===== config.mk =====
export PLATFORM = sky130hd
export DESIGN_NAME = sipo_deser_flat
export DESIGN_NICKNAME = d
export VERILOG_FILES = /design/src/rtl/sr_pkg.sv /design/src/rtl/sipo_deser_if.sv /design/src/rtl/word_hold_reg.sv /design/src/rtl/sipo_deser.sv /design/src/flat_wrapper.sv
export SDC_FILE = /design/constraint.sdc
export NUM_CORES = 1
export LEC_CHECK = 0
export ABC_CLOCK_PERIOD_IN_PS = 1800
export CORE_AREA = 2 2 39 41
export CTS_CLUSTER_DIAMETER = 150
export DETAILED_ROUTE_END_ITERATION = 6
export DIE_AREA = 0 0 41 43
export PLACE_DENSITY = 0.67
export SLEW_MARGIN = 20
export SYNTH_ARGS = -nofsm -noshare
export SYNTH_HDL_FRONTEND = slang
export SYNTH_SLANG_ARGS = --single-unit
export TNS_END_PERCENT = 20

===== constraint.sdc =====
create_clock -name clk -period 1.8 [get_ports clk]
set_input_delay 0.18 -clock clk [delete_from_list [all_inputs] [get_ports clk]]
set_output_delay 0.18 -clock clk [all_outputs]
set_load 0.1 [all_outputs]

===== src/rtl/sr_pkg.sv =====
// Shared definitions for the PISO/SIPO shift stages: state encodings and default word width.
package sr_pkg;

  localparam int unsigned SR_WIDTH = 4;

  typedef enum logic {
    IDLE  = 1'b0,
    SHIFT = 1'b1
  } in_state_e;

  typedef enum logic {
    EMPTY = 1'b0,
    FULL  = 1'b1
  } out_state_e;

  // Bit-counter width for a given word width; never narrower than one bit.
  function automatic int unsigned cnt_width(input int unsigned w);
    return (w <= 1) ? 1 : $clog2(w);
  endfunction

endpackage


===== src/rtl/sipo_deser_if.sv =====
// Serial input, parallel valid/ready output and status signals of the SIPO deserializer.
interface sipo_deser_if
  import sr_pkg::*;
#(
  parameter int unsigned WIDTH = SR_WIDTH
);

  localparam int unsigned CNT_W = cnt_width(WIDTH);

  logic             se_in;
  logic             se_en;
  logic             sync;
  logic [WIDTH-1:0] pa_out;
  logic             pa_valid;
  logic             pa_ready;
  logic [CNT_W-1:0] bit_cnt;
  logic             ovf;
  logic             clr_ovf;

  // Producer of serial bits and consumer of parallel words.
  modport master (
    output se_in, se_en, sync, pa_ready, clr_ovf,
    input  pa_out, pa_valid, bit_cnt, ovf
  );

  // The deserializer itself.
  modport slave (
    input  se_in, se_en, sync, pa_ready, clr_ovf,
    output pa_out, pa_valid, bit_cnt, ovf
  );

endinterface


===== src/rtl/word_hold_reg.sv =====
// One-entry valid/ready holding register; a word arriving while full and not drained
// is dropped and recorded in a sticky overflow flag.
module word_hold_reg
  import sr_pkg::*;
#(
  parameter int unsigned WIDTH = SR_WIDTH
) (
  input  logic             clk,
  input  logic             rst,
  input  logic             in_valid,
  input  logic [WIDTH-1:0] in_data,
  input  logic             out_ready,
  input  logic             clr_ovf,
  output logic [WIDTH-1:0] out_data,
  output logic             out_valid,
  output logic             ovf
);

  out_state_e       state_q, state_d;
  logic [WIDTH-1:0] data_q, data_d;
  logic             ovf_q, ovf_d;
  logic             drop_c;

  always_ff @(posedge clk or posedge rst) begin
    if (rst) begin
      state_q <= EMPTY;
      data_q  <= '0;
      ovf_q   <= 1'b0;
    end else begin
      state_q <= state_d;
      data_q  <= data_d;
      ovf_q   <= ovf_d;
    end
  end

  // Load/drain/drop decisions; a same-edge drop overrides clr_ovf.
  always_comb begin
    state_d = state_q;
    data_d  = data_q;
    drop_c  = 1'b0;
    ovf_d   = clr_ovf ? 1'b0 : ovf_q;

    case (state_q)
      EMPTY: begin
        if (in_valid) begin
          data_d  = in_data;
          state_d = FULL;
        end
      end
      FULL: begin
        if (in_valid) begin
          if (out_ready) begin
            data_d = in_data;
          end else begin
            drop_c = 1'b1;
          end
        end else if (out_ready) begin
          state_d = EMPTY;
        end
      end
      default: state_d = EMPTY;
    endcase

    if (drop_c) begin
      ovf_d = 1'b1;
    end
  end

  assign out_data  = data_q;
  assign out_valid = (state_q == FULL);
  assign ovf       = ovf_q;

endmodule


===== src/rtl/sipo_deser.sv =====
// Serial-in/parallel-out deserializer: LSB-first shift register and bit counter feeding
// a one-entry holding register.
module sipo_deser
  import sr_pkg::*;
#(
  parameter int unsigned WIDTH = SR_WIDTH
) (
  input  logic        clk,
  input  logic        rst,
  sipo_deser_if.slave bus
);

  localparam int unsigned      CNT_W    = cnt_width(WIDTH);
  localparam logic [CNT_W-1:0] CNT_ONE  = CNT_W'(1);
  localparam logic [CNT_W-1:0] CNT_LAST = CNT_W'(WIDTH - 1);

  in_state_e        state_q, state_d;
  logic [CNT_W-1:0] cnt_q, cnt_d;
  logic [WIDTH-1:0] sh_q, sh_d;
  logic [WIDTH-1:0] word_c;
  logic             word_done_c;

  logic [WIDTH-1:0] hold_data;
  logic             hold_valid;
  logic             hold_ovf;

  always_ff @(posedge clk or posedge rst) begin
    if (rst) begin
      state_q <= IDLE;
      cnt_q   <= '0;
      sh_q    <= '0;
    end else begin
      state_q <= state_d;
      cnt_q   <= cnt_d;
      sh_q    <= sh_d;
    end
  end

  // Input FSM: every enabled bit shifts in; sync restarts the word with this bit as bit 0.
  always_comb begin
    state_d     = state_q;
    cnt_d       = cnt_q;
    sh_d        = sh_q;
    word_done_c = 1'b0;
    word_c      = {bus.se_in, sh_q[WIDTH-1:1]};

    if (bus.se_en) begin
      sh_d = word_c;
      case (state_q)
        IDLE: begin
          cnt_d   = CNT_ONE;
          state_d = SHIFT;
        end
        SHIFT: begin
          if (bus.sync) begin
            cnt_d = CNT_ONE;
          end else if (cnt_q == CNT_LAST) begin
            cnt_d       = '0;
            state_d     = IDLE;
            word_done_c = 1'b1;
          end else begin
            cnt_d = cnt_q + CNT_ONE;
          end
        end
        default: begin
          cnt_d   = '0;
          state_d = IDLE;
        end
      endcase
    end
  end

  word_hold_reg #(
    .WIDTH (WIDTH)
  ) u_hold (
    .clk       (clk),
    .rst       (rst),
    .in_valid  (word_done_c),
    .in_data   (word_c),
    .out_ready (bus.pa_ready),
    .clr_ovf   (bus.clr_ovf),
    .out_data  (hold_data),
    .out_valid (hold_valid),
    .ovf       (hold_ovf)
  );

  assign bus.pa_out   = hold_data;
  assign bus.pa_valid = hold_valid;
  assign bus.ovf      = hold_ovf;
  assign bus.bit_cnt  = cnt_q;

endmodule


===== src/flat_wrapper.sv =====
// flat-port wrapper written by rule: the top's interface ports become plain ports
module sipo_deser_flat import sr_pkg::*;
#(
  parameter int unsigned WIDTH = SR_WIDTH
)
  (clk, rst, bus_se_in, bus_se_en, bus_sync, bus_pa_ready, bus_clr_ovf, bus_pa_out, bus_pa_valid, bus_bit_cnt, bus_ovf);
  sipo_deser_if #(.WIDTH(WIDTH)) bus_i ();
  input  logic clk;
  input  logic rst;
  input wire logic [$bits(bus_i.se_in)-1:0] bus_se_in;
  input wire logic [$bits(bus_i.se_en)-1:0] bus_se_en;
  input wire logic [$bits(bus_i.sync)-1:0] bus_sync;
  input wire logic [$bits(bus_i.pa_ready)-1:0] bus_pa_ready;
  input wire logic [$bits(bus_i.clr_ovf)-1:0] bus_clr_ovf;
  output wire logic [$bits(bus_i.pa_out)-1:0] bus_pa_out;
  output wire logic [$bits(bus_i.pa_valid)-1:0] bus_pa_valid;
  output wire logic [$bits(bus_i.bit_cnt)-1:0] bus_bit_cnt;
  output wire logic [$bits(bus_i.ovf)-1:0] bus_ovf;
  assign bus_i.se_in = bus_se_in;
  assign bus_i.se_en = bus_se_en;
  assign bus_i.sync = bus_sync;
  assign bus_i.pa_ready = bus_pa_ready;
  assign bus_i.clr_ovf = bus_clr_ovf;
  assign bus_pa_out = bus_i.pa_out;
  assign bus_pa_valid = bus_i.pa_valid;
  assign bus_bit_cnt = bus_i.bit_cnt;
  assign bus_ovf = bus_i.ovf;
  sipo_deser #(.WIDTH(WIDTH)) u_core (.clk(clk), .rst(rst), .bus(bus_i));
endmodule

# Word-level counts from Yosys, hierarchy flattened
# Index checks and enable logic that the tools add are counted.
# W data, S select, Z words.
# totals
regBits,13
input_bits,7
output_inout_bits,8
word_cells,37
# op_classes
n_addsub,1
n_eq_ne,4
n_mux,22
bitwise,2
reduce_logical,2
# op_table
cell,count
$mux W1,13
$mux W4,3
$pmux W4 S2,1
$ne A2 B2 Y1 const B,3
$mux W2,2
$pmux W1 S2,2
$pmux W2 S2,1
$reduce_and A3 Y1,1
$add A2 B1 Y2 const B,1
$eq A2 B2 Y1 const B,1
$not A1 Y1,2
$reduce_bool A2 Y1,1

# Longest topological paths before layout
# Gate-level depths: netlist (run 1).
# depth
depth_word,8
mapped_depth,4
mapped_depth_nobuf,4

# Cells and area by module
# Synthesis (run 1) repeated with hierarchy kept, for this count alone.
# hier_totals
cells_unflattened,38
hier_area_um2,536.8
# by_module_without_submodules
mod,n_inst,cells_per_inst,area_each_um2,seq_area_each_um2
sipo_deser,1,21,280.3,150.1
word_hold_reg,1,17,256.5,150.1

# Worst setup path before layout (run 1)
# No wires, ideal clock.
# synth_path
path_type,reg2reg
from,register u_core.cnt_q[0] (netlist: u_core.bus.bit_cnt[0])
to,register u_core.u_hold.data_q[0] (netlist: u_core.u_hold.out_data[0])
setup_time_ps,125
arrival_time_ps,1905
required_time_ps,1675
slack_ps,-230
path_stages_with_launch,5
n_path_buf,0
cell_sequence,dfrtp_1 > ha_1 > nand4b_4 > nor2b_4 > mux2_2
# synth_via
elab_chain_len,7
# synth_lines
item,line,source
"start, declared",sipo_deser.sv:18,"logic [CNT_W-1:0] cnt_q, cnt_d;"
"start signal, assigned",sipo_deser.sv:34,cnt_q <= cnt_d;
$eq A2 B2 Y1 (*),sipo_deser.sv:57,end else if (cnt_q == CNT_LAST) begin
$mux W1 (*),sipo_deser.sv:57,
$mux W1 (*),sipo_deser.sv:55,if (bus.sync) begin
$mux W1 (*),sipo_deser.sv:49,case (state_q)
$mux W1 (*),sipo_deser.sv:47,if (bus.se_en) begin
$ne A2 B2 Y1 (no source line),--,
$reduce_and A3 Y1 (no source line) (*),--,
"end signal, assigned",word_hold_reg.sv:31,data_q <= data_d;
"end, declared",word_hold_reg.sv:20,"logic [WIDTH-1:0] data_q, data_d;"
# Every way passes the cells marked *; elsewhere a longest branch is shown, timed or not.
# A chain may end at the register's enable or synchronous reset.

# Worst setup path after layout (run 1)
# layout_path
from,register u_core.cnt_q[1] (netlist: u_core.bus.bit_cnt[1])
to,register u_core.u_hold.data_q[0] (netlist: u_core.u_hold.out_data[0])
# Same word-level chain as after synthesis.

==> metrics.md, run 1 <==
| Metric | Value |
|---|---|
| Effective utilization at floorplan | `36.7%` |
| Top achievable clock speed | `708 MHz` |
| Final worst-path setup slack | `0.387 ns` |
| Fraction of power spent switching nets | `50.7%` |
| Detail Route Antenna Nets | `0` |
| CTS Hold Buffers Added | `0` |
| Number of global-route vias before repair | `330` |
| Post-DR wirelength/cell | `12.2 um` |
| Share of the synthesized area in the top cell type | `59.1%` |
| Sum of net half-perimeters after detailed placement | `671 um` |
| Final number of max-transition violations | `0` |
| Total GRT Usage | `13.0%` |
| CTS-repair resized insts | `0` |
| Worst Tran Pin Value | `0.441 ns` |
| Later-pin clock latency in the skew report | `0.27 ns` |
| CP arrival | `1.57 ns` |
| CTS Buf Count | `3` |
| Number of synthesis warnings | `0` |
| Power spent charging and discharging nets | `631 uW` |
| Type of the worst setup path | `reg2reg` |
| Core occupancy in the finished layout | `49.4%` |
| Unrepaired setup endpoints after global routing | `false` |
| Global-route wire length before repair | `1.52 mm` |
| TritonCTS clock tree | `yes` |
| Number of ports placed on the die boundary | `15` |
| Number of violations reported at the end of detailed-routing iteration 0 | `4` |
| Internal power summed over all cells | `612 uW` |
| Deepest clock path buffer count | `2` |
| Layout Area Growth over Synthesis | `34.5%` |
| Kind of start point of the critical path | `flop` |
| Row Count | `14` |
| Routed vias/inst | `4.54` |
| Buffers added on ports | `14` |
| Cell count after synthesis | `37` |
| Ratio of cells with drive above 1 in the final layout | `43.6%` |
| Floorplan die height | `43 um` |
| Fraction of power consumed by combinational cells | `51.9%` |
| Largest area contributor in the synthesized netlist | `sky130_fd_sc_hd__dfrtp_1` |
| Status | `complete, no violations` |
| Largest cells by area after synthesis | `sky130_fd_sc_hd__dfrtp_1, sky130_fd_sc_hd__mux2_2, sky130_fd_sc_hd__nand4b_4` |
| Most common library cell in the layout ignoring fill and taps | `sky130_fd_sc_hd__dfrtp_1` |
| Total negative setup slack | `0 ns` |
| Share of the clock period used by the worst path | `78.5%` |
| Static Leak | `0.000334 uW` |
| Syn Nets | `45` |
| H-tree depth | `1` |
| Weighted congestion reported at the end of routability-driven placement | `0.827` |
| Highest net fanout along the worst path | `4` |
| CTS root buf | `sky130_fd_sc_hd__clkbuf_4` |
| Vias post-DR | `322` |
| Post-placement worst setup slack | `0.270 ns` |
| Endpoint type of the worst setup path | `flop` |
| Final critical path time including I/O delays and setup | `1.41 ns` |
| Endpoints failing hold | `0` |
| Hold WC Path Type | `in2async` |
| Length of the first detailed-routing pass in iterations | `4` |
| Commonest cells after routing, fill and taps aside | `sky130_fd_sc_hd__dfrtp_1, sky130_fd_sc_hd__buf_4, sky130_fd_sc_hd__mux2_2, sky130_fd_sc_hd__clkdlybuf4s50_1` |
| Critical path required time | `1.96 ns` |
| Post-synthesis cell area | `508 um^2` |
| Mean post-synth cell area | `13.7 um^2` |
| Max Cap Viol | `0` |
| Total overflow reported by the global router | `0` |
| Horizontal die dimension | `41 um` |
| Share of total power in the clock network | `17.1%` |
| Proportion of power drawn by flip-flops and latches | `31.0%` |
| Post-synthesis sequential area ratio | `59.1%` |
| Clock net sink count | `12` |
| Max-Slew Margin vs Limit | `70.6%` |
| Largest net degree at the start of global routing | `13` |
| Die Area | `1760 um^2` |
| Number of remaining DRC errors | `0` |
| Number of distinct standard cells referenced by the synthesized netlist | `13` |
| Number of antenna violations at the first check in global routing | `0` |
| Setup-violating endpoint count in the final report | `0` |
| Post-CTS Setup Bufs | `0` |
| Final antenna diode count | `0` |
| Number of inserted filler cells in the final layout | `127` |
| Worst setup skew after layout | `0.00134 ns` |
| Worst voltage drop across the vdd grid | `0.000970 V` |
| Area occupied by multi-input gates | `185 um^2` |
| Reg clk slew, reported paths | `0.07 ns` |
| Sum of routed wire length over all layers | `866 um` |
| Number of flip-flops and latches in the synthesized netlist | `12` |
| Area of all sequential standard cells | `303 um^2` |
| Floorplan Core Area | `1380 um^2` |
| Total power density per cell area | `1820 nW/um^2` |
| Final net count | `64` |
-- cells in the mapped netlist --
library cell                n
sky130_fd_sc_hd__nor2_1     3
sky130_fd_sc_hd__nand4b_4   1
sky130_fd_sc_hd__nand2_1    2
sky130_fd_sc_hd__o21a_1     1
sky130_fd_sc_hd__nor2b_4    1
sky130_fd_sc_hd__mux2_2     7
sky130_fd_sc_hd__ha_1       1
sky130_fd_sc_hd__nand2b_1   2
sky130_fd_sc_hd__a21oi_1    1
sky130_fd_sc_hd__buf_6      1
sky130_fd_sc_hd__inv_1      3
sky130_fd_sc_hd__o22ai_1    2
sky130_fd_sc_hd__dfrtp_1   12
-- power groups by stage --
stage,clock [uW],sequential [uW],combinational [uW]
2_1_floorplan,0,802,98.7
3_3_place_gp,0,391,643
3_5_place_dp,0,394,648
4_1_cts,220,388,650
5_1_grt,232,397,670
6_report,212,385,645
-- per-stage QoR --
stage	area [um^2]	hold WS [ns]	total power [uW]	std cells
2_1_floorplan	510	0.0446	901	37
3_3_place_gp	647	0.496	1030	67
3_5_place_dp	647	0.501	1040	67
4_1_cts	683	0.224	1260	71
5_1_grt	683	0.273	1300	71
6_report	683	0.208	1240	71
-- worst max-delay path, cell delays in order (launching register included) --
cell and delay (ns):
sky130_fd_sc_hd__dfrtp_2 0.39, sky130_fd_sc_hd__ha_1 0.23, sky130_fd_sc_hd__nand4b_4 0.15, sky130_fd_sc_hd__nor2b_4 0.18, sky130_fd_sc_hd__mux2_2 0.35
-- final cells by class --
class                      count  area share [%]
timing repair buffer          15            18.7
tap                           16            2.93
multi-input combinational     21            27.1
clock buffer                   4            5.31
sequential                    12            44.3
inverter                       3            1.65
-- sequential cells by signal, indices dropped and copies added, names as in the netlist --
register	cells
u_core.u_hold.out_valid	1
u_core.sh_q	3
u_core.u_hold.ovf	1
u_core.bus.bit_cnt	2
u_core.state_q	1
u_core.u_hold.out_data	4
-- cells by family (layout without fill, tap and decap cells) --
logic type               count (synthesis)  in the layout  synth area share, %
flip-flops                              12             12                 59.1
AND/OR/NAND/NOR                          9              9                 13.5
AO/OA/AOI/OAI                            4              4                 4.93
multiplexers                             7              7                 15.5
buffers and inverters                    4             22                 4.43
adder cells (fa/ha/maj)                  1              1                 2.46
-- layer usage --
layer,wire length (um),share of wire (%),global-route usage [%]
met5,0,0,0
met2,404,47,18.4
met3,68,7.9,5.24
met1,394,45,17.9
met4,0,0,4.00
-- worst paths after layout --
path	startpoint	end	slack, ns	cells past startpoint
setup / recovery	u_core.bus.bit_cnt[1]	u_core.u_hold.out_data[0]	0.39	4
hold / removal	rst	u_core.u_hold.ovf	0.21	2
max in group asynchronous	rst	u_core.bus.bit_cnt[0]	1.26	2
min in group clk	bus_clr_ovf	u_core.u_hold.ovf	0.47	2
setup reg to reg	u_core.bus.bit_cnt[1]	u_core.u_hold.out_data[0]	0.39	4
hold reg to reg	u_core.sh_q[1]	u_core.sh_q[1]	0.52	1
(Power assumes the default switching activity.)
==> run 2: changes to the inputs <==
- ABC_CLOCK_PERIOD_IN_PS: 1800 -> 1300
- clock period: 1.8 -> 1.3 ns (I/O delays scaled with it)
==> metrics.md, run 2 (synthesized netlist as in run 1, its figures left out) <==
| Metric | Value |
|---|---|
| Most common library cell in the layout ignoring fill and taps | `sky130_fd_sc_hd__dfrtp_1` |
| Length of the first detailed-routing pass in iterations | `3 (-1)` |
| Cell count of the worst reg-to-reg path | `4 (unchanged)` |
| Max Cap Viol | `0 (unchanged)` |
| Share of the clock period used by the worst path | `103% (+25 points)` |
| CP arrival | `1.51 ns (-0.06 ns)` |
| Final number of max-transition violations | `0 (unchanged)` |
| Floorplan die height | `43 um (unchanged)` |
| Endpoint type of the worst setup path | `flop` |
| CTS root buf | `sky130_fd_sc_hd__clkbuf_4` |
| Setup-violating endpoint count in the final report | `4 (+4)` |
| Static Leak | `0.000385 uW (+15%)` |
| Total overflow reported by the global router | `0 (unchanged)` |
| Worst setup skew after layout | `0.00140 ns (+0.0000577 ns)` |
| Routed vias/inst | `4.52 (-0.34%)` |
| Max-Slew Margin vs Limit | `70.5% (-0.13 points)` |
| Final critical path time including I/O delays and setup | `1.34 ns (-0.0680 ns)` |
| Later-pin clock latency in the skew report | `0.27 ns (about the same)` |
| Hold WC Path Type | `in2async` |
| Worst Tran Pin Value | `0.443 ns (+0.00189 ns)` |
| Critical path required time | `1.46 ns (-0.50 ns)` |
| Number of violations reported at the end of detailed-routing iteration 0 | `3 (-1)` |
| Global-route wire length before repair | `1.50 mm (-1.4%)` |
| Layout Area Growth over Synthesis | `64.5%` |
| Clock net sink count | `12 (unchanged)` |
| Horizontal die dimension | `41 um (unchanged)` |
| TritonCTS clock tree | `yes` |
| Worst voltage drop across the vdd grid | `0.00140 V (+44%)` |
| Min Hold Slack | `0.151 ns (-0.0567 ns)` |
| Crit Reg-Reg Startpoint | `u_core.bus.bit_cnt[1]` |
| Sum of net half-perimeters after detailed placement | `728 um (+8.5%)` |
| Endpoints failing hold | `0 (unchanged)` |
| Post-placement worst setup slack | `-0.142 ns (-0.412 ns)` |
| Number of ports placed on the die boundary | `15 (unchanged)` |
| Post-DR wirelength/cell | `12.4 um (+1.8%)` |
| Total GRT Usage | `13.8% (+0.75 points)` |
| Type of the worst setup path | `reg2reg` |
| Kind of start point of the critical path | `flop` |
| Number of antenna violations at the first check in global routing | `0 (unchanged)` |
| Sum of routed wire length over all layers | `931 um (+7.5%)` |
| Vias post-DR | `339 (+5.3%)` |
| Area after detailed placement | `796 um^2 (+23%)` |
| Top achievable clock speed | `744 MHz (+5.1%)` |
| Number of remaining DRC errors | `0 (unchanged)` |
| Weighted congestion reported at the end of routability-driven placement | `0.658 (-20%)` |
| Die Area | `1760 um^2 (unchanged)` |
| CTS Buf Count | `3 (unchanged)` |
| Number of global-route vias before repair | `353 (+7.0%)` |
| Number of flip-flops in the largest register | `4 (unchanged)` |
| Final net count | `68 (+6.3%)` |
| Deepest clock path buffer count | `2 (unchanged)` |
| Unrepaired setup endpoints after global routing | `true` |
| Commonest cells after routing, fill and taps aside | `sky130_fd_sc_hd__dfrtp_1, sky130_fd_sc_hd__buf_12, sky130_fd_sc_hd__mux2_2, sky130_fd_sc_hd__clkdlybuf4s50_1, sky130_fd_sc_hd__buf_4` |
| Post-CTS Setup Bufs | `0 (unchanged)` |
| Status | `finished with violations` |
| Highest net fanout along the worst path | `4 (unchanged)` |
| Total power | `2030 uW (+63%)` |
| Violations in the final reports | `setup timing` |
| Final antenna diode count | `0 (unchanged)` |
| CTS Hold Buffers Added | `0 (unchanged)` |
| Effective utilization at floorplan | `36.7% (unchanged)` |
| CTS-repair resized insts | `0 (unchanged)` |
| H-tree depth | `1 (unchanged)` |
| Ratio of cells with drive above 1 in the final layout | `50.8% (+7.2 points)` |
| Row Count | `14 (unchanged)` |
| Worst setup path start | `u_core.bus.bit_cnt[1]` |
| Final non-filler cell total | `75 (+5.6%)` |
| Total power density per cell area | `2430 nW/um^2 (+33%)` |
| Buffers added on ports | `14 (unchanged)` |
| Floorplan Core Area | `1380 um^2 (unchanged)` |
| Final worst-path setup slack | `-0.0447 ns (-0.432 ns)` |
| Largest net degree at the start of global routing | `13 (unchanged)` |
| Final cell area excluding filler cells | `836 um^2 (+22%)` |
| Detail Route Antenna Nets | `0 (unchanged)` |
| Reg clk slew, reported paths | `0.07 ns (about the same)` |
| Number of placed cells counting well taps | `71 (+6.0%)` |
-- run 2: cell count changes in the layout (fill, tap and decap cells not counted) --
| cell | previous run | this run |
|---|---|---|
| sky130_fd_sc_hd__dfrtp_4 | 0 | 2 |
| sky130_fd_sc_hd__mux2_4 | 0 | 1 |
| sky130_fd_sc_hd__buf_12 | 0 | 8 |
| sky130_fd_sc_hd__ha_1 | 1 | 0 |
| sky130_fd_sc_hd__buf_4 | 9 | 5 |
| sky130_fd_sc_hd__ha_4 | 0 | 1 |
| sky130_fd_sc_hd__mux2_2 | 7 | 6 |
| sky130_fd_sc_hd__dfrtp_1 | 10 | 9 |
| sky130_fd_sc_hd__dfrtp_2 | 2 | 1 |
-- run 2: final cells by class --
class,count,area [um^2]
Inverter,3,11.3
Tap cell,16,20.0
Sequential cell,12,309
Clock buffer,4,36.3
Timing Repair Buffer,19,258
Multi-Input combinational cell,21,201
Fill cell,116,548
-- run 2: per-stage QoR --
step | utilization, % | setup TNS (ns)
2_1_floorplan | - | -1.01
3_3_place_gp | 57.5 | -0.508
3_5_place_dp | 57.5 | -0.539
4_1_cts | 60.1 | -0.166
5_1_grt | 60.4 | -0.311
6_report | 60.4 | -0.140
-- run 2: per-layer routing --
metal  GRT usage, %  vias up  wire length [um]
li1               -      168                 -
met1           16.0      155               396
met2           18.8       12               431
met3           3.66        4                70
met4           14.0        0                32
met5              0        -                 0
-- run 2: path summary, 6_finish.rpt --
path                       slack, ns                   endpoint
setup / recovery               -0.04  u_core.u_hold.out_data[1]
hold / removal                  0.15             u_core.state_q
setup reg to reg               -0.04  u_core.u_hold.out_data[1]
hold reg to reg                 0.51             u_core.sh_q[1]
max in group asynchronous       0.81      u_core.bus.bit_cnt[0]
min in group clk                0.43          u_core.u_hold.ovf
-- run 2: power breakdown --
group | internal (uW) | leakage, uW | switching, uW
clock | 170 | 0.0000210 | 127
combinational | 448 | 0.000223 | 709
sequential | 479 | 0.000140 | 96.2
-- run 2: worst max-delay path, stage by stage (launching register included) --
cell and delay, ns:
sky130_fd_sc_hd__dfrtp_4 0.43, sky130_fd_sc_hd__ha_4 0.16, sky130_fd_sc_hd__nand4b_4 0.12, sky130_fd_sc_hd__nor2b_4 0.18, sky130_fd_sc_hd__mux2_2 0.35
==> edit 1: new RTL, flow settings as in run 1 <==
The package constant `SR_WIDTH` goes from 4 to 6.
--- a/src/rtl/sr_pkg.sv
+++ b/src/rtl/sr_pkg.sv
@@ -1,7 +1,7 @@
 // Shared definitions for the PISO/SIPO shift stages: state encodings and default word width.
 package sr_pkg;
 
-  localparam int unsigned SR_WIDTH = 4;
+  localparam int unsigned SR_WIDTH = 6;
 
   typedef enum logic {
     IDLE  = 1'b0,
Interface: changed (resized bus_bit_cnt and bus_pa_out); port bits go from 15 to 18. The function was not compared with the original's and may differ.
==> edit 1 against run 1 <==
  * First-iteration DRC count shrank 25%
  * Critical path depth stayed put
  * Via count is 41% higher
  * Clock skew increased by 7.5 ps
  * Wire length up 35%
  * Sequential cell count is 5 higher
  * Area after synthesis is 36% higher
  * Total power is 15% higher
  * Cell area rose by 32%
  * Setup slack worse by 22 ps
  * Final cell count increased by 20%
  * Utilization rose by 16 points
  * Critical endpoint is now u_core.u_hold.out_data[5]$_DFFE_PP0P_
==> edit 1: results (changes against run 1) <==
stage;metric;value;unit;change
layout;drive_above_1_share;50.72;%;+7.1 points
layout;areaGrowthSynthToFinish;29.78;%;
synth;syn_nets;54;;+20%
pwr;ir_worst_vdd;0.0008885;V;-8.4%
place;gp_congestion;0.6124;;-26%
place;hpwl;837.3;µm;+25%
layout;seq_share;47.84;%;+3.5 points
pwr;report.power.total;1.427;mW;+15%
place;dpl_cell_area;872.1;µm²;+35%
drt;m1WireLength;534;µm;+36%
grt;first_global_vias;439;;+33%
grt;grtUsageTotal;16.68;%;+3.7 points
drt;wl_met3;85;µm;+25%
synth;ys_seq_area_share;61.37;%;+2.3 points
run;maxCapViolCount;0;;unchanged
layout;num-clock-buffers;3;;-1
drt;route.met2.wl;519;µm;+28%
place;dpl_worst_slack;69.93;ps;-199.6 ps
synth;synthTopCellsByArea;dfrtp_1 61%, mux2_2 18%, nor4b_4 3.4%;;
pwr;p_switching;0.7084;mW;+12%
worst_setup_path;cp.arrival;1610;ps;+40 ps
layout;multi_input_gates;26;;+24%
drt;dr.pass1.iters;3;;-1
grt;grt_use_met3;4.712;%;-0.52 points
pwr;p_leak;0.4173;nW;+25%
run_status;outcome;finished, final reports clean;;
synth;postSynthAreaPerCell;14.75;µm²;+7.4%
drt;drt_iter0_drc;3;;-1
grt;grt_max_degree;18;;+5
clocking;path_clk_slew;100;ps;+30 ps
grt;met1_usage;23.93;%;+6.0 points
grt;use_met2;21.88;%;+3.4 points
layout;clock_area_share;3.060;%;-2.3 points
layout;nets;77;;+20%
layout;buf_share;17.52;%;-1.2 points
timing;slew_headroom;60.05;%;-11 points
layout;multi_input_area_share;28.09;%;+0.99 points
timing;finalClockSkew;8.811;ps;+7.471 ps
layout;largest_reg_flops;6;;+2
layout;nFillCells;110;;-13%
drt;highest_layer;met4;;
place;io_buffers;17;;+3
drt;avgViaCountPerCell;5.329;;+18%
synth;yosysUniqueCellTypes;16;;+3
pwr;pg_comb;0.699;mW;+8.4%
synth;ys_top_cells_by_count;17 x dfrtp_1, 11 x mux2_2, 3 x inv_1;;
pwr;seqPwrFrac;37.0;%;+6.0 points
drt;drt_wl_total;1.168;mm;+35%
## edit 1: final timing paths
| check | to | slack, ps | start |
|---|---|---|---|
| setup reg to reg | u_core.u_hold.out_data[5]$_DFFE_PP0P_ | 360 | u_core.bus.bit_cnt[0]$_DFFE_PP0P_ |
| hold reg to reg | u_core.u_hold.out_data[0]$_DFFE_PP0P_ | 520 | u_core.u_hold.out_data[0]$_DFFE_PP0P_ |
| hold / removal | u_core.u_hold.out_data[0]$_DFFE_PP0P_ | 250 | rst |
| min in group clk | u_core.u_hold.ovf$_DFFE_PP0P_ | 450 | bus_clr_ovf |
| max in group asynchronous | u_core.bus.bit_cnt[2]$_DFFE_PP0P_ | 1120 | rst |
| setup / recovery | u_core.u_hold.out_data[5]$_DFFE_PP0P_ | 360 | u_core.bus.bit_cnt[0]$_DFFE_PP0P_ |
## edit 1: cell families after synthesis
group,Yosys count,synth area share [%]
flops,17,61.37
compound gates,7,7.219
mux,11,17.87
buf+inv,4,2.165
simple gates,8,11.37
==> edit 2: new RTL, settings of run 1 <==
Without the edit above. `sh_q` no longer has a reset.
--- a/src/rtl/sipo_deser.sv
+++ b/src/rtl/sipo_deser.sv
@@ -28,12 +28,14 @@
     if (rst) begin
       state_q <= IDLE;
       cnt_q   <= '0;
-      sh_q    <= '0;
     end else begin
       state_q <= state_d;
       cnt_q   <= cnt_d;
-      sh_q    <= sh_d;
     end
+  end
+
+  always_ff @(posedge clk) begin
+    sh_q <= sh_d;
   end
 
   // Input FSM: every enabled bit shifts in; sync restarts the word with this bit as bit 0.
Formal check against the unedited RTL: no difference found for any inputs over 10 cycles, from zero or initial values and one cycle with rst high; that may be too few to reach the edited logic, so the function may still have changed.
==> edit 2 against run 1 <==
  * Area after synthesis is 5.9% lower
  * Total power is 5.6% lower
  * Setup slack better by 29 ps
  * Combinational power is 3% lower
  * Wire length is 14% lower
  * Sequential cell count stayed put
  * Global-route usage is 2.9 points lower
  * Cell area is 4.2% lower
==> edit 2: results (changes against run 1) <==
stage;metric;value;unit;change
layout;drive_above_1_share;38.46;%;-5.2 points
grt;met1_usage;13.09;%;-4.8 points
drt;m1WireLength;343;µm;-13%
clocking;cts_buffer_depth;2;;unchanged
drt;wl_met3;60;µm;-12%
place;hpwl;557.6;µm;-17%
grt;first_global_vias;284;;-14%
timing;finalClockSkew;8.473;ps;+7.134 ps
grt;grt_use_met3;3.141;%;-2.1 points
clocking;cts_setup_buffers;0;;unchanged
drt;routed-via-count;309;;-4.0%
hold_path;hold_path_class;in -> async;;
synth;synth-adder-area-share;2.618;%;+0.15 points
grt;use_met2;13.44;%;-5.0 points
grt;grt_max_degree;10;;-3
run;maxCapViolCount;0;;unchanged
synth;synthXorXnorAreaFrac;0;%;unchanged
layout;nFillCells;130;;+2.4%
grt;grt_pass1_wl;1.138;mm;-25%
clocking;cts_made_buffers;3;;unchanged
place;dp.cells;64;;-4.5%
synth;ys_top_cells_by_count;9 x dfrtp_1, 4 x mux2_2, 3 x edfxtp_1, 3 x inv_1, 3 x nor2_1;;
synth;synth_compound_area_share;5.236;%;+0.31 points
drt;route.met2.wl;341;µm;-16%
drt;wl_per_cell;10.96;µm;-10%
synth;ys_seq_area_share;65.97;%;+6.9 points
grt;antenna_found_initial;0;;unchanged
synth;synthCells;33;;-11%
worst_setup_path;cp.arrival;1540;ps;-30 ps
timing;worst_pin_slew;344.3;ps;-96.46 ps
pwr;p_leak;0.3097;nW;-7.2%
place;gp_congestion;0.6678;;-19%
run_status;outcome;finished, final reports clean;;
drt;drt_wl_total;745;µm;-14%
synth;async_flop_share;75.00;%;-25 points
drt;drt_iter0_drc;6;;+2
synth;synthTopCellsByArea;dfrtp_1 47%, edfxtp_1 19%, mux2_2 9.4%;;
clocking;ctsHtreeMaxLevel;1;;unchanged
synth;synth_edf_count;3;;+3
layout;nets;61;;-4.7%
drt;highest_layer;met3;;
place;dpl_worst_slack;279.2;ps;+9.585 ps
place;dpl_cell_area;628.1;µm²;-2.9%
synth;syn_nets;41;;-8.9%
worst_setup_path;crit_slowest_cell;dfrtp_2;;
synth;synthMuxAreaShare;9.424;%;-6.1 points
clocking;cts_root_buf;clkbuf_4;;
grt;grtUsageTotal;10.17;%;-2.9 points
pwr;ir_worst_vdd;0.0008512;V;-12%
synth;ys_warn_count;0;;unchanged
-- edit 2: cell count changes after synthesis --
cell	delta
buf_6	-1
mux2_2	-3
dfrtp_1	-3
edfxtp_1	+3
-- edit 2: critical path, delay by kind of cell (launching register included) --
kind,cells,cell delay [ps]
adder cells (fa/ha/maj),1,220
flip-flops,1,390
multiplexers,1,350
AND/OR/NAND/NOR,2,330
-- edit 2: path summary, 6_finish.rpt --
path | start | to | slack (ps) | cells after the start
min in group clk | u_core.sh_q[3]$_DFFE_PP_ | u_core.sh_q[2]$_DFFE_PP_ | 460 | 0
max in group asynchronous | rst | u_core.bus.bit_cnt[1]$_DFFE_PP0P_ | 1350 | 2
max | u_core.bus.bit_cnt[0]$_DFFE_PP0P_ | u_core.u_hold.out_data[2]$_DFFE_PP0P_ | 420 | 4
min | rst | u_core.u_hold.out_data[0]$_DFFE_PP0P_ | 170 | 2
min reg2reg | u_core.sh_q[3]$_DFFE_PP_ | u_core.sh_q[2]$_DFFE_PP_ | 460 | 0
max reg2reg | u_core.bus.bit_cnt[0]$_DFFE_PP0P_ | u_core.u_hold.out_data[2]$_DFFE_PP0P_ | 420 | 4
-- edit 2: report_power, final --
| group | internal, mW | switching (mW) |
|---|---|---|
| combinational | 0.139 | 0.489 |
| clock | 0.0801 | 0.0834 |
| sequential | 0.346 | 0.0360 |
| total | 0.565 | 0.609 |
-- edit 2: cell type report --
type / instances / area [µm²] / share of cell area (%)
clock buffer: 3 / 22.52 / 3.442
clock inverter: 1 / 3.754 / 0.5736
inverter: 3 / 11.26 / 1.721
multi-input combinational: 18 / 151.4 / 23.14
sequential: 12 / 317.8 / 48.57
tap: 16 / 20.02 / 3.059
timing repair buffer: 15 / 127.6 / 19.50
